<file path="src/rtl/encoder4x2_seq.sv">
// ---------------------------------------------------------------------------
// encoder4x2_seq
//
// Registered 4-to-2 priority encoder with a 2-entry output FIFO.
//
// Each accepted request word d (qualified by en) is encoded into an entry
// {code, any, err}. The entry is pushed into a small two-deep FIFO and is
// presented downstream through a valid/ready handshake. A saturating counter
// tracks how many accepted words were multi-hot.
//
// Ports
//   clk        in   1      single clock, rising edge
//   rst_n      in   1      asynchronous active-low reset
//   in_valid   in   1      upstream word valid
//   in_ready   out  1      block can accept a word this cycle (registered)
//   d          in   4      request word, d[i] requests code i
//   en         in   1      encode enable, sampled together with d
//   out_valid  out  1      FIFO head holds a valid entry
//   out_ready  in   1      downstream accepts the head entry
//   code       out  2      index of the highest set request bit
//   any        out  1      at least one request bit was set with en=1
//   err        out  1      more than one request bit was set with en=1
//   err_cnt    out  CNT_W  saturating count of accepted multi-hot words
// ---------------------------------------------------------------------------
module encoder4x2_seq #(
  parameter int CNT_W = 8
) (
  input  logic             clk,
  input  logic             rst_n,
  input  logic             in_valid,
  output logic             in_ready,
  input  logic [3:0]       d,
  input  logic             en,
  output logic             out_valid,
  input  logic             out_ready,
  output logic [1:0]       code,
  output logic             any,
  output logic             err,
  output logic [CNT_W-1:0] err_cnt
);

  // The state encoding doubles as the occupancy count (0, 1 or 2 entries).
  typedef enum logic [1:0] {
    EMPTY = 2'd0,
    ONE   = 2'd1,
    FULL  = 2'd2
  } fifo_state_t;

  localparam logic [CNT_W-1:0] CNT_MAX = '1;

  fifo_state_t state;
  fifo_state_t state_next;

  logic       push;
  logic       pop;

  logic [1:0] enc_code;
  logic       enc_any;
  logic       enc_err;
  logic [2:0] ones;
  logic [3:0] enc_entry;

  // Entry layout: [3:2] code, [1] any, [0] err.
  logic [3:0] mem [2];
  logic       wr_ptr;
  logic       rd_ptr;
  logic [3:0] head;

  // Handshakes. in_ready is a register, so the accept condition never
  // depends combinationally on out_ready.
  assign push = in_valid & in_ready;
  assign pop  = out_valid & out_ready;

  // Priority encode of the incoming word. With en low everything reads zero;
  // with en high and d zero the fall-through also yields code 0.
  always_comb begin
    enc_code = 2'd0;
    enc_any  = 1'b0;
    enc_err  = 1'b0;
    ones     = {2'b00, d[0]} + {2'b00, d[1]} + {2'b00, d[2]} + {2'b00, d[3]};
    if (en) begin
      if (d[3]) begin
        enc_code = 2'd3;
      end else if (d[2]) begin
        enc_code = 2'd2;
      end else if (d[1]) begin
        enc_code = 2'd1;
      end else begin
        enc_code = 2'd0;
      end
      enc_any = (d != 4'b0000);
      enc_err = (ones >= 3'd2);
    end
  end

  assign enc_entry = {enc_code, enc_any, enc_err};

  // Occupancy state register.
  always_ff @(posedge clk or negedge rst_n) begin
    if (!rst_n) begin
      state <= EMPTY;
    end else begin
      state <= state_next;
    end
  end

  // Occupancy transitions. A push in FULL cannot happen because in_ready is
  // already low there, so FULL only reacts to a pop.
  always_comb begin
    state_next = state;
    case (state)
      EMPTY: begin
        if (push) begin
          state_next = ONE;
        end
      end
      ONE: begin
        if (push && !pop) begin
          state_next = FULL;
        end else if (pop && !push) begin
          state_next = EMPTY;
        end
      end
      FULL: begin
        if (pop) begin
          state_next = ONE;
        end
      end
      default: begin
        state_next = EMPTY;
      end
    endcase
  end

  // in_ready is registered from the next occupancy. It is held low during
  // reset and rises on the first edge after reset releases.
  always_ff @(posedge clk or negedge rst_n) begin
    if (!rst_n) begin
      in_ready <= 1'b0;
    end else begin
      in_ready <= (state_next != FULL);
    end
  end

  // Storage and pointers. One-bit pointers wrap naturally modulo 2, which
  // keeps acceptance order across the wrap.
  always_ff @(posedge clk or negedge rst_n) begin
    if (!rst_n) begin
      wr_ptr <= 1'b0;
      rd_ptr <= 1'b0;
      for (int i = 0; i < 2; i++) begin
        mem[i] <= 4'b0000;
      end
    end else begin
      if (push) begin
        mem[wr_ptr] <= enc_entry;
        wr_ptr      <= ~wr_ptr;
      end
      if (pop) begin
        rd_ptr <= ~rd_ptr;
      end
    end
  end

  // Multi-hot counter, counted at acceptance and held at its maximum.
  always_ff @(posedge clk or negedge rst_n) begin
    if (!rst_n) begin
      err_cnt <= '0;
    end else if (push && enc_err && (err_cnt != CNT_MAX)) begin
      err_cnt <= err_cnt + CNT_W'(1);
    end
  end

  // Outputs come from the FIFO head and are forced to zero when empty, so
  // nothing stale is visible after reset or after the last pop.
  assign head      = mem[rd_ptr];
  assign out_valid = (state != EMPTY);
  assign code      = out_valid ? head[3:2] : 2'd0;
  assign any       = out_valid ? head[1]   : 1'b0;
  assign err       = out_valid ? head[0]   : 1'b0;

endmodule

</file>
<file path="config.mk">
export PLATFORM = sky130hd
export DESIGN_NAME = encoder4x2_seq
export DESIGN_NICKNAME = d
export VERILOG_FILES = /design/src/rtl/encoder4x2_seq.sv
export SDC_FILE = /design/constraint.sdc
export NUM_CORES = 1
export LEC_CHECK = 0
export BUFFER_PORTS_ARGS = -buffer_cell sky130_fd_sc_hd__clkbuf_2
export CAP_MARGIN = 20
export CORE_MARGIN = 8
export CORE_UTILIZATION = 47
export DETAILED_ROUTE_END_ITERATION = 16
export GPL_TIMING_DRIVEN = 0
export PLACE_DENSITY = 0.73
export SYNTH_ARGS = -nofsm -noshare
export SYNTH_HDL_FRONTEND = slang
export SYNTH_SLANG_ARGS = --single-unit
</file>
<file path="constraint.sdc">
create_clock -name clk -period 1.6 [get_ports clk]
set_clock_uncertainty 0.15 [all_clocks]
set_input_delay 0.48 -clock clk [delete_from_list [all_inputs] [get_ports clk]]
set_output_delay 0.48 -clock clk [all_outputs]
set_load 0.01 [all_outputs]
</file>
# Word-level counts from Yosys, hierarchy flattened
# Index checks and enable logic that the tools add are counted.
# totals
ff_bits	21
input_bits	9
output_inout_bits	14
# op_classes
add_sub_neg	4
n_lt_le_gt_ge	4
n_eq_ne	4
muxes	20
n_bitwise	6
n_reduce_logical	10
# op_table
cell	count
$mux W2	8
$mux W4	4
$add A8 B1 Y8 const B	1
$bwmux W8	1
$ne A8 B8 Y1 const B	1
$pmux W2 S3	1
$logic_and A1 B1 Y1	5
$mux W1	5
$demux W4 S1	1
$ge A2 B2 Y1 const B	2
$not A1 Y2	2
$reduce_bool A4 Y1	1
$add A2 B1 Y3	1
$add A3 B1 Y3	1
$ge A3 B2 Y1 const B	1
$add A1 B1 Y2	1
$and A1 B1 Y1	2
$eq A2 B1 Y1 const B	1
$eq A2 B2 Y1 const B	1
$logic_not A1 Y1	2
$logic_not A2 Y1	1
$lt A2 B1 Y1 const B	1
$ne A2 B2 Y1 const B	1
$not A1 Y1	2
$reduce_bool A2 Y1	1

# Longest topological paths before layout
# Gate-level depths: netlist of the first run.
# logic_depth
depth_word	7
ltp_mapped	6
mapped_depth_nobuf	5

# Worst setup path after synthesis of the first run
# No wires, ideal clock.
# synth_timing
kind	input -> register
from	in d[0]
to	reg err_cnt[7]
setup_time_ns	0.128
arrival_ns	1.810
t_required_ns	1.322
path_slack_ns	-0.488
stages	5
n_path_buf	0
path_cell_list	fa_1 -> a21o_1 -> nand3_4 -> nor3_1 -> mux2_1
# synth_via
elab_chain_cells	7
# synth_rtl
item	line_no	source
start, declared	32	input logic [3:0] d,
$add A1 B1 Y2	80	ones = {2'b00, d[0]} + {2'b00, d[1]} + {2'b00, d[2]} + {2'b00, d[3]};
$add A2 B1 Y3	80	
$add A3 B1 Y3	80	
$ge A3 B2 Y1	92	enc_err = (ones >= 3'd2);
$mux W1	81	if (en) begin
$logic_and A1 B1 Y1 (2 in a row)	169	end else if (push && enc_err && (err_cnt != CNT_MAX)) begin
end signal, assigned	170	err_cnt <= err_cnt + CNT_W'(1);
end, declared	39	output logic [CNT_W-1:0] err_cnt
# No other way between the ends.
# A chain may end at the register's enable or synchronous reset.

# Worst setup path in the final report of the first run
# layout_timing
from	in d[0]
to	reg err_cnt[5]
# Same word-level chain as after synthesis.

==> impl_results.md, run 1 <==
- Number of buffers created by CTS: 3
- Hold crit path type: input pin to flop
- Initial Util: between 40% and 50%
- Initial drt markers: 31
- Final Hold Vio Count: 0
- DIE WIDTH: approximately 64 um
- Die Height: around 64 um
- Worst VDD drop: slightly above 800 uV
- Crit-path max cell delay: 0.52 ns
- Post-synth EDFFs: 0
- Vias per std cell: ~5.1
- Layout cells sized above 1: between 30% and 40%
- Critical Path RT: roughly 1.7 ns
- Most common cell after layout, fill and taps aside: clkbuf_2
- Syn Area/Cell: 9.91 um2
- P&R area growth vs syn: 26.4%
- Distinct cells, synth: 29
- Root Driver: clkbuf_4
- Worst Tran Pin Value: 0.503 ns
- Critical Path AT: 1.93 ns
- DRC: 0
- Syn_nets: between 100 and 150
- Final period util: 115%
- Antenna violations before repair: 0
- Post-DR wirelength/cell: between 10 and 15 um
- First-pass GRT wire length: about 3700 um
- DPL Wire Length: about 1700 um
- Cell Pwr Density: approximately 1500 nW/um2
- Gpl congestion: around 0.8
- Static Leakage: about 0.67 nW
- MaxCap Viol Count: 0
- Hold WS: ~0.3 ns
- Crit path launch type: input pin
- Post-Syn Instances: about 110
- Flops & latches, synth: 21
- Final WS setup: -0.244 ns
- Final ANT Viol Nets: 0
- Hold path depth: 2
- Ant diodes: 0
- Final Max Tran Viols: 0
- First-pass DRT Iterations: 4
- Core area: approximately 2200 um2
- Max-slew headroom: between 60% and 70%
- Top FF cell, synth: dfrtp_1
- Routed WL: approximately 2200 um
- Most frequent cells in the layout: clkbuf_2 (21), dfrtp_1 (20), nand2_1 (18)
- Critical path's slowest cell: fa_1
- H-tree levels: 1
- Clk sinks: 21
- GRT Total Usage: between 10% and 20%
- Largest fanout on the critical path: 6
- Total grt overflow: 0
- Worst path cell trace: buf_6 > fa_1 > a21o_1 > nand3_4 > nor4b_2 > xor2_1
- Largest net degree at the start of global routing: 22
- Total power: around 2.1 mW
- Asr flop ratio synth: 100%
- Clk buf depth: 2
- IO Count: 23
- Ys Warns: 0
- Register area share after synthesis: about half
- Reg-to-Reg Start: err_cnt[0]
- RSZ-0062 raised after global routing: yes
- Setup CP Type: input pin to flop
- Latest clock arrival within the worst-skew pair: around 0.30 ns
- Crit end category: flop
- Critical Path Source: d[0]
- Hold Path Origin: out_ready
- FMAX: 0.542 GHz
- Die area: between 4000 and 5000 um2
- Status: finished with violations
- CTS clk-pin slew, worst paths: about 0.11 ns
- Port-buffer cells: 22
- Mapped cell area: between 1000 and 1500 um2
- Min cycle time layout: ~1.8 ns
- Worst R2R Path Depth: 5
- Vias in the first global route: between 800 and 900
- Final Setup Violations: 12
- Nets@finish: ~150
- TritonCTS clock tree: built
- Routed via count: 847
- Failing checks: setup timing
- Rows: 17
## final timing paths
path                            slack, ns          to
worst min-delay path                 0.30    in_ready
worst min register to register       0.34      mem[1]
max in group asynchronous            0.42      rd_ptr
worst max register to register      -0.20  err_cnt[1]
min in group asynchronous            0.51      mem[7]
worst max-delay path                -0.24  err_cnt[5]
## synthesized netlist by cell type, types with 2 or more instances
cell type,n,area (um2)
nand2_1,18,67.6
nor3_1,2,10.0
ha_1,2,25.0
nand2b_1,2,12.5
dfrtp_1,21,526
xor2_1,4,35.0
a21o_1,2,15.0
o21ai_0,10,50.1
nor2_1,10,37.5
nand4_1,2,12.5
clkbuf_1,2,7.51
inv_1,6,22.5
mux2i_1,6,60.1
a21oi_1,4,20.0
nand3_1,3,15.0
## repair_timing
action | 4_1_cts | 5_1_grt
pin swaps | 4 | 3
buffers inserted | 3 | 2
resized for setup | 7 | 8
hold endpoints to repair | 21 | 0
hold buffers | 1 | 0
setup endpoints to repair | 12 | 15
## report_power, final
group | leakage, nW | switching [mW] | internal [mW] | total [mW]
Sequential | 0.259 | 0.219 | 0.748 | 0.967
Combinational | 0.401 | 0.446 | 0.391 | 0.837
Clock | 0.0150 | 0.155 | 0.0972 | 0.253
## registers in the layout (all words and copies together) (netlist names)
register and count:
err_cnt 8, state 2, wr_ptr 1, rd_ptr 1, mem 8, in_ready 1
## area by class of cell
type / count / area, um2
Timing Repair Buffer: 28 / 164
Inverter: 6 / 22.5
Clock buffer: 4 / 26.3
Tap cell: 28 / 35.0
Fill cell: 183 / 838
Buffer: 1 / 7.51
Multi-Input combinational cell: 78 / 571
Sequential cell: 21 / 527
## stage by stage
step | TNS [ns] | cell area (um2) | util, % | setup slack [ns] | cells
global placement | -4.30 | 1230 | 56.0 | -0.589 | 158
detailed placement | -4.64 | 1230 | 56.0 | -0.611 | 158
finish | -2.12 | 1350 | 61.7 | -0.244 | 166
global route | -2.92 | 1350 | 61.7 | -0.290 | 166
CTS | -2.26 | 1310 | 59.9 | -0.255 | 165
floorplan | -2.29 | 1080 | - | -0.407 | 108
## per-layer routing
metal | part of all wire [%] | vias to the layer above | routed length, um | track usage, %
met2 | 53 | 13 | 1180 | 19.4
met3 | 2.7 | 2 | 60 | 1.41
met1 | 43 | 403 | 948 | 13.0
met5 | 0 | - | 0 | 0
li1 | - | 429 | - | -
met4 | 1.6 | 0 | 36 | 7.52
## worst max-delay path: cells and delay by family
| family | cells | cell delay (ns) |
|---|---|---|
| compound gates | 1 | 0.17 |
| xor+xnor | 1 | 0.17 |
| fa+ha+maj | 1 | 0.52 |
| buf+inv | 1 | 0.10 |
| simple gates | 2 | 0.49 |
## kinds of logic after synthesis
family                     count (synthesis)  synth area share [%]
xor gates and xnor gates                   5                  4.09
adders and majority gates                  3                  4.21
muxes                                      8                  8.07
buffers and inverters                      9                  3.51
DFF                                       21                  49.1
and+or+nand+nor                           45                  22.5
AOI/OAI and AO/OA                         17                  8.54
No activity file was read; power rests on OpenSTA's default activity.
==> run 2: changes to the inputs <==
==> constraint.sdc (replaced) <==
create_clock -name clk -period 1.5 [get_ports clk]
set_clock_uncertainty 0.15 [all_clocks]
set_input_delay 0.45 -clock clk [delete_from_list [all_inputs] [get_ports clk]]
set_output_delay 0.45 -clock clk [all_outputs]
set_load 0.01 [all_outputs]
==> run 2 against run 1 <==
The run still ends with setup timing left. Sequential cell count did not move. Via count rose by 6.0%. Clock power rose by 9.9%. Register-to-register slack got worse by 0.17 ns.
==> impl_results.md, run 2 (synthesized netlist as in run 1, its figures left out) <==
- DRC: 0 (unchanged)
- P&R area growth vs syn: 31.8%
- DPL Wire Length: 1630 um (-1.2%)
- Sequential share of power: 43.9% (-3.1 points)
- Root Driver: clkbuf_4
- Reg-to-Reg Start: err_cnt[1]
- Antenna violations before repair: 0 (unchanged)
- Rows: 17 (unchanged)
- CTS clk-pin slew, worst paths: 0.12 ns (about the same)
- Net Sw Frac: 39.1% (-0.77 points)
- Crit end category: flop
- Total grt overflow: 0 (unchanged)
- GRT Total Usage: 10.5% (-0.85 points)
- Initial drt markers: 33 (+6.5%)
- Final WS setup: -0.411 ns (-0.166 ns)
- Gpl congestion: 0.768 (-1.6%)
- Final Max Tran Viols: 0 (unchanged)
- MaxCap Viol Count: 0 (unchanged)
- Nets@finish: 158 (+4.6%)
- Final period util: 127%
- Flop2flop setup slack: -0.37 ns (-0.17 ns)
- Worst VDD drop: 1010 uV (+22%)
- Most common cell after layout, fill and taps aside: dfrtp_1
- Ant diodes: 0 (unchanged)
- Clock power frac: 11.8% (-0.5 points)
- Number of buffers created by CTS: 3 (unchanged)
- DIE WIDTH: 63.7 um (unchanged)
- Static Leakage: 0.718 nW (+6.4%)
- Post-DR wirelength/cell: 13.7 um (+2.2%)
- Status: finished with violations
- Hold crit path type: input pin to flop
- Vias in the first global route: 857 (+1.1%)
- Biggest regs: err_cnt: 8 flops, mem: 8 flops, state: 2 flops
- Failing checks: setup timing
- TritonCTS clock tree: built
- DP Cell Count: 158 (unchanged)
- Fillers: 174 (-4.9%)
- Clk buf depth: 2 (unchanged)
- Cell Pwr Density: 1660 nW/um2 (+9.5%)
- First-pass DRT Iterations: 4 (unchanged)
- Routed WL: 2370 um (+6.5%)
- IO Count: 23 (unchanged)
- Clk sinks: 21 (unchanged)
- FMAX: ~0.52 GHz
- Hold EP: in_ready
- Reg2reg end: err_cnt[5]
- First-pass GRT wire length: 3600 um (-3.7%)
- Critical Path AT: 1.99 ns (+0.06 ns)
- Area after DPL: 1230 um2 (unchanged)
- Largest net degree at the start of global routing: 22 (unchanged)
- Final Setup Violations: 19 (+7)
- Initial Util: 48.8% (unchanged)
- RSZ-0062 raised after global routing: yes
- Die Height: 63.7 um (unchanged)
- H-tree levels: 1 (unchanged)
- Min cycle time layout: 1.91 ns
- Final Cell Area: 1410 um2 (+4.3%)
- Most frequent cells in the layout: dfrtp_1 (19), nand2_1 (18), clkbuf_2 (18)
- Crit path launch type: input pin
- Critical Path RT: 1.58 ns (-0.10 ns)
- Hold Path Origin: out_ready
- Final Hold Vio Count: 0 (unchanged)
- Final ANT Viol Nets: 0 (unchanged)
- Setup CP Type: input pin to flop
- Final std cells w/o fill: 173 (+4.2%)
- Max-slew headroom: 65.2% (-1.2 points)
- Logic pwr share: 44.3% (+3.6 points)
- Int Pwr: 1.43 mW (+16%)
- Die area: 4060 um2 (unchanged)
- Vias per std cell: 5.19 (+1.7%)
- Port-buffer cells: 22 (unchanged)
- Routed via count: 898 (+6.0%)
- Core area: 2190 um2 (unchanged)
- Worst R2R Path Depth: 5 (unchanged)
- Hold path depth: 2 (unchanged)
- Worst Tran Pin Value: 0.521 ns (+0.0187 ns)
- Layout cells sized above 1: 36.6% (+3.9 points)
- Switching Power: 0.919 mW (+12%)
- Largest fanout on the critical path: 6 (unchanged)
- Latest clock arrival within the worst-skew pair: 0.31 ns (about the same)
==> run 2: timing repair <==
action                                  4_1_cts  5_1_grt
gates resized for setup                       6       14
pin swaps                                     1        7
hold endpoints to repair                     21        0
buffers inserted                              5        7
endpoints found under the setup margin       16       24
hold buffers                                  1        0
==> run 2: how the worst max path moves through the flow <==
stage	start	end	slack [ns]	depth (start not counted)
global placement	d[0]	err_cnt[7]	-0.66	6
floorplan	d[0]	err_cnt[7]	-0.48	5
detailed placement	d[0]	err_cnt[7]	-0.69	6
finish	d[0]	err_cnt[5]	-0.41	6
global route	err_cnt[1]	err_cnt[5]	-0.43	5
CTS	d[0]	err_cnt[7]	-0.33	6
==> run 2: power groups by stage <==
stage                     clock network, mW  logic, mW  registers (mW)
after floorplan                           0      0.526            1.01
after global placement                    0      0.818           0.986
after detailed placement                  0      0.850            1.01
after CTS                             0.278      0.899            1.02
after global routing                  0.313       1.14            1.06
final                                 0.278       1.04            1.03
==> run 2: final cells by class <==
cell class	count	area (um2)	area share [%]
Multi-Input combinational cell	78	549	39.0
Sequential cell	21	528	37.4
Timing Repair Buffer	35	240	17.0
Tap cell	28	35.0	2.48
Clock buffer	3	22.5	1.60
Inverter	6	22.5	1.60
Buffer	1	7.51	0.532
Clock inverter	1	5.00	0.355
==> run 2: through the flow <==
stage / hold slack, ns / total power [mW] / util (%) / TNS (ns) / worst slack [ns]
after floorplan: 0.00441 / 1.53 / - / -2.93 / -0.477
after global placement: 0.291 / 1.80 / 56.0 / -5.54 / -0.658
after detailed placement: 0.294 / 1.86 / 56.0 / -6.12 / -0.695
after CTS: 0.262 / 2.20 / 60.0 / -3.41 / -0.334
after global routing: 0.254 / 2.52 / 64.4 / -4.96 / -0.434
final: 0.259 / 2.35 / 64.4 / -3.96 / -0.411
==> run 2: critical path: stages <==
cell and delay (ns):
buf_6 0.10, fa_1 0.52, a21o_1 0.17, nand3_4 0.15
nor4b_2 0.38, xor2_1 0.22
==> run 2: layer usage <==
layer  share of wire, %  vias up  global-route usage, %
li1                   -      437                      -
met5                  0        -                      0
met1                 43      438                   11.5
met2                 51       19                   19.3
met4                2.3        0                   5.01
met3                3.2        4                   1.59
==> run 3: changes to the inputs <==
==> config.mk (replaced) <==
export PLATFORM = sky130hd
export DESIGN_NAME = encoder4x2_seq
export DESIGN_NICKNAME = d
export VERILOG_FILES = /design/src/rtl/encoder4x2_seq.sv
export SDC_FILE = /design/constraint.sdc
export NUM_CORES = 1
export LEC_CHECK = 0
export CAP_MARGIN = 20
export CORE_MARGIN = 8
export CORE_UTILIZATION = 54
export DETAILED_ROUTE_END_ITERATION = 16
export DONT_BUFFER_PORTS = 1
export GPL_TIMING_DRIVEN = 0
export PLACE_DENSITY_LB_ADDON = 0.08
export SYNTH_ARGS = -nofsm -noshare
export SYNTH_HDL_FRONTEND = slang
export SYNTH_SLANG_ARGS = --single-unit
==> run 3 against run 2 <==
The flow still finishes with violations (setup timing). Clock-buffer cell count rose by 1. Power shrank 7.2%. First-iteration DRC count decreased by 24%. Via count decreased by 11%. Global-route usage grew 2.0 points. Setup slack improved by 0.16 ns. Worst hold slack got worse by 0.14 ns. Highest routed layer is now met3.
==> impl_results.md, run 3 (synthesized netlist as in run 1, its figures left out) <==
- Status: finished with violations
- Failing checks: setup timing
- Switching Power: 0.873 mW (-5.0%)
- Die Height: 60.5 um (-5.0%)
- Ant diodes: 0 (unchanged)
- Static Leakage: 0.595 nW (-17%)
- Worst Tran Pin Value: 0.915 ns (+0.394 ns)
- DP Cell Count: 135 (-15%)
- MaxCap Viol Count: 0 (unchanged)
- Initial drt markers: 25 (-24%)
- Rows: 16 (-1)
- Final WS setup: -0.247 ns (+0.164 ns)
- Critical Path AT: 1.78 ns (-0.21 ns)
- DPL Wire Length: 1530 um (-6.0%)
- First-pass DRT Iterations: 4 (unchanged)
- Post-DR wirelength/cell: 14.5 um (+6.2%)
- Hold WS: 0.119 ns (-0.140 ns)
- DIE WIDTH: 60.5 um (-5.0%)
- Critical Path Source: d[0]
- Final Hold Vio Count: 0 (unchanged)
- IO Count: 23 (unchanged)
- Biggest regs: err_cnt: 8 flops, mem: 8 flops, state: 2 flops
- Final Util: 67.4% (+3.0 points)
- RSZ-0062 raised after global routing: yes
- Gpl congestion: 0.698 (-9.0%)
- CTS clk-pin slew, worst paths: 0.11 ns (about the same)
- Die area: 3660 um2 (-9.8%)
- Crit end category: flop
- Sequential share of power: 51.3% (+7.4 points)
- Nets@finish: 134 (-15%)
- Fillers: 164 (-5.7%)
- Vias per std cell: 5.43 (+4.5%)
- Final Cell Area: 1290 um2 (-8.2%)
- Crit path launch type: input pin
- Most common cell after layout, fill and taps aside: nand2_1
- Clk sinks: 21 (unchanged)
- Clock power frac: 12.0% (+0.2 points)
- Antenna violations before repair: 0 (unchanged)
- H-tree levels: 1 (unchanged)
- P&R area growth vs syn: 21.1%
- Initial Util: 55.7% (+6.8 points)
- Worst VDD drop: 1200 uV (+19%)
- Area after DPL: 1120 um2 (-9.1%)
- FMAX: 0.573 GHz (+9.4%)
- Critical Path RT: 1.54 ns (-0.04 ns)
- Port-buffer cells: 0 (-100%)
- Final std cells w/o fill: 148 (-14%)
- Routed WL: 2150 um (-9.2%)
- Routed via count: 803 (-11%)
- Clk buf depth: 2 (unchanged)
- Hold crit path type: input pin to flop
- Core area: 1920 um2 (-12%)
- Max-slew headroom: 39.0% (-26 points)
- Total grt overflow: 0 (unchanged)
- Min cycle time layout: 1.75 ns (-0.164 ns)
- Net Sw Frac: 40.1% (+0.93 points)
- Setup CP Type: input pin to flop
- Final Max Tran Viols: 0 (unchanged)
- Cell Pwr Density: 1680 nW/um2 (+1.0%)
- Final Setup Violations: 12 (-7)
- Layout cells sized above 1: 31.4% (-5.1 points)
- Largest net degree at the start of global routing: 22 (unchanged)
- Root Driver: clkbuf_4
- Latest clock arrival within the worst-skew pair: 0.29 ns (-0.02 ns)
- Hold Path Origin: out_ready
- Sequential standard cell area: 532 um2 (+0.71%)
- GRT Total Usage: 12.5% (+2.0 points)
- TritonCTS clock tree: built
- DRC: 0 (unchanged)
- Logic pwr share: 36.7% (-7.6 points)
- Number of buffers created by CTS: 3 (unchanged)
- First-pass GRT wire length: 3510 um (-2.5%)
- Area of the multi-input gates: 582 um2 (+5.9%)
- Vias in the first global route: 813 (-5.1%)
- Reg-to-Reg Start: err_cnt[0]
- Setup tns final: -2.10 ns (+1.86 ns)
- Most frequent cells in the layout: nand2_1 (18), dfrtp_1 (16), buf_4 (10)
- Int Pwr: 1.30 mW (-8.7%)
- Final ANT Viol Nets: 0 (unchanged)
- Largest fanout on the critical path: 6 (unchanged)
- Final period util: 116% (-11 points)
-- run 3: metal layers --
| metal | part of all wire, % | up-vias | wire (um) | global-route usage [%] |
|---|---|---|---|---|
| li1 | - | 389 | - | - |
| met1 | 44 | 400 | 948 | 13.8 |
| met2 | 51 | 14 | 1090 | 23.0 |
| met3 | 5.3 | 0 | 113 | 3.39 |
| met4 | 0 | 0 | 0 | 2.99 |
| met5 | 0 | - | 0 | 0 |
-- run 3: power groups by stage --
stage	clock (mW)	combinational [mW]	sequential (mW)
after global placement	0	0.600	1.05
after detailed placement	0	0.620	1.07
after CTS	0.269	0.773	1.12
after floorplan	0	0.526	1.01
final	0.262	0.798	1.12
after global routing	0.293	0.889	1.16
-- run 3: repair_timing --
action	in CTS	in global routing
buffers inserted	8	3
gates resized for setup	16	7
setup endpoints to repair	16	37
hold buffers	1	0
pin swaps	6	6
endpoints found under the hold margin	21	0
-- run 3: final cells by class --
cell class | instances | area share (%)
Multi-Input combinational cell | 78 | 44.9
Sequential cell | 21 | 41.1
Timing Repair Buffer | 11 | 7.05
Tap cell | 27 | 2.61
Clock buffer | 4 | 2.03
Inverter | 6 | 1.74
Buffer | 1 | 0.580
-- run 3: path summary, 6_finish.rpt --
| path | endpoint | slack, ns | depth (start not counted) |
|---|---|---|---|
| worst max-delay path | err_cnt[7] | -0.25 | 5 |
| worst min-delay path | in_ready | 0.12 | 1 |
| worst max register to register | err_cnt[1] | -0.20 | 5 |
| worst min register to register | mem[7] | 0.34 | 2 |
| max in group asynchronous | err_cnt[0] | 0.39 | 1 |
| min in group asynchronous | mem[1] | 0.20 | 1 |
-- run 3: metrics by stage --
step,power (mW),worst slack (ns)
after floorplan,1.53,-0.477
after global placement,1.65,-0.546
after detailed placement,1.69,-0.563
after CTS,2.16,-0.222
after global routing,2.34,-0.269
final,2.18,-0.247
-- run 3: critical path, stage by stage --
cell     delay [ns]
fa_1           0.52
a21o_1         0.18
nand3_4        0.15
nor3_2         0.14
mux2_1         0.33
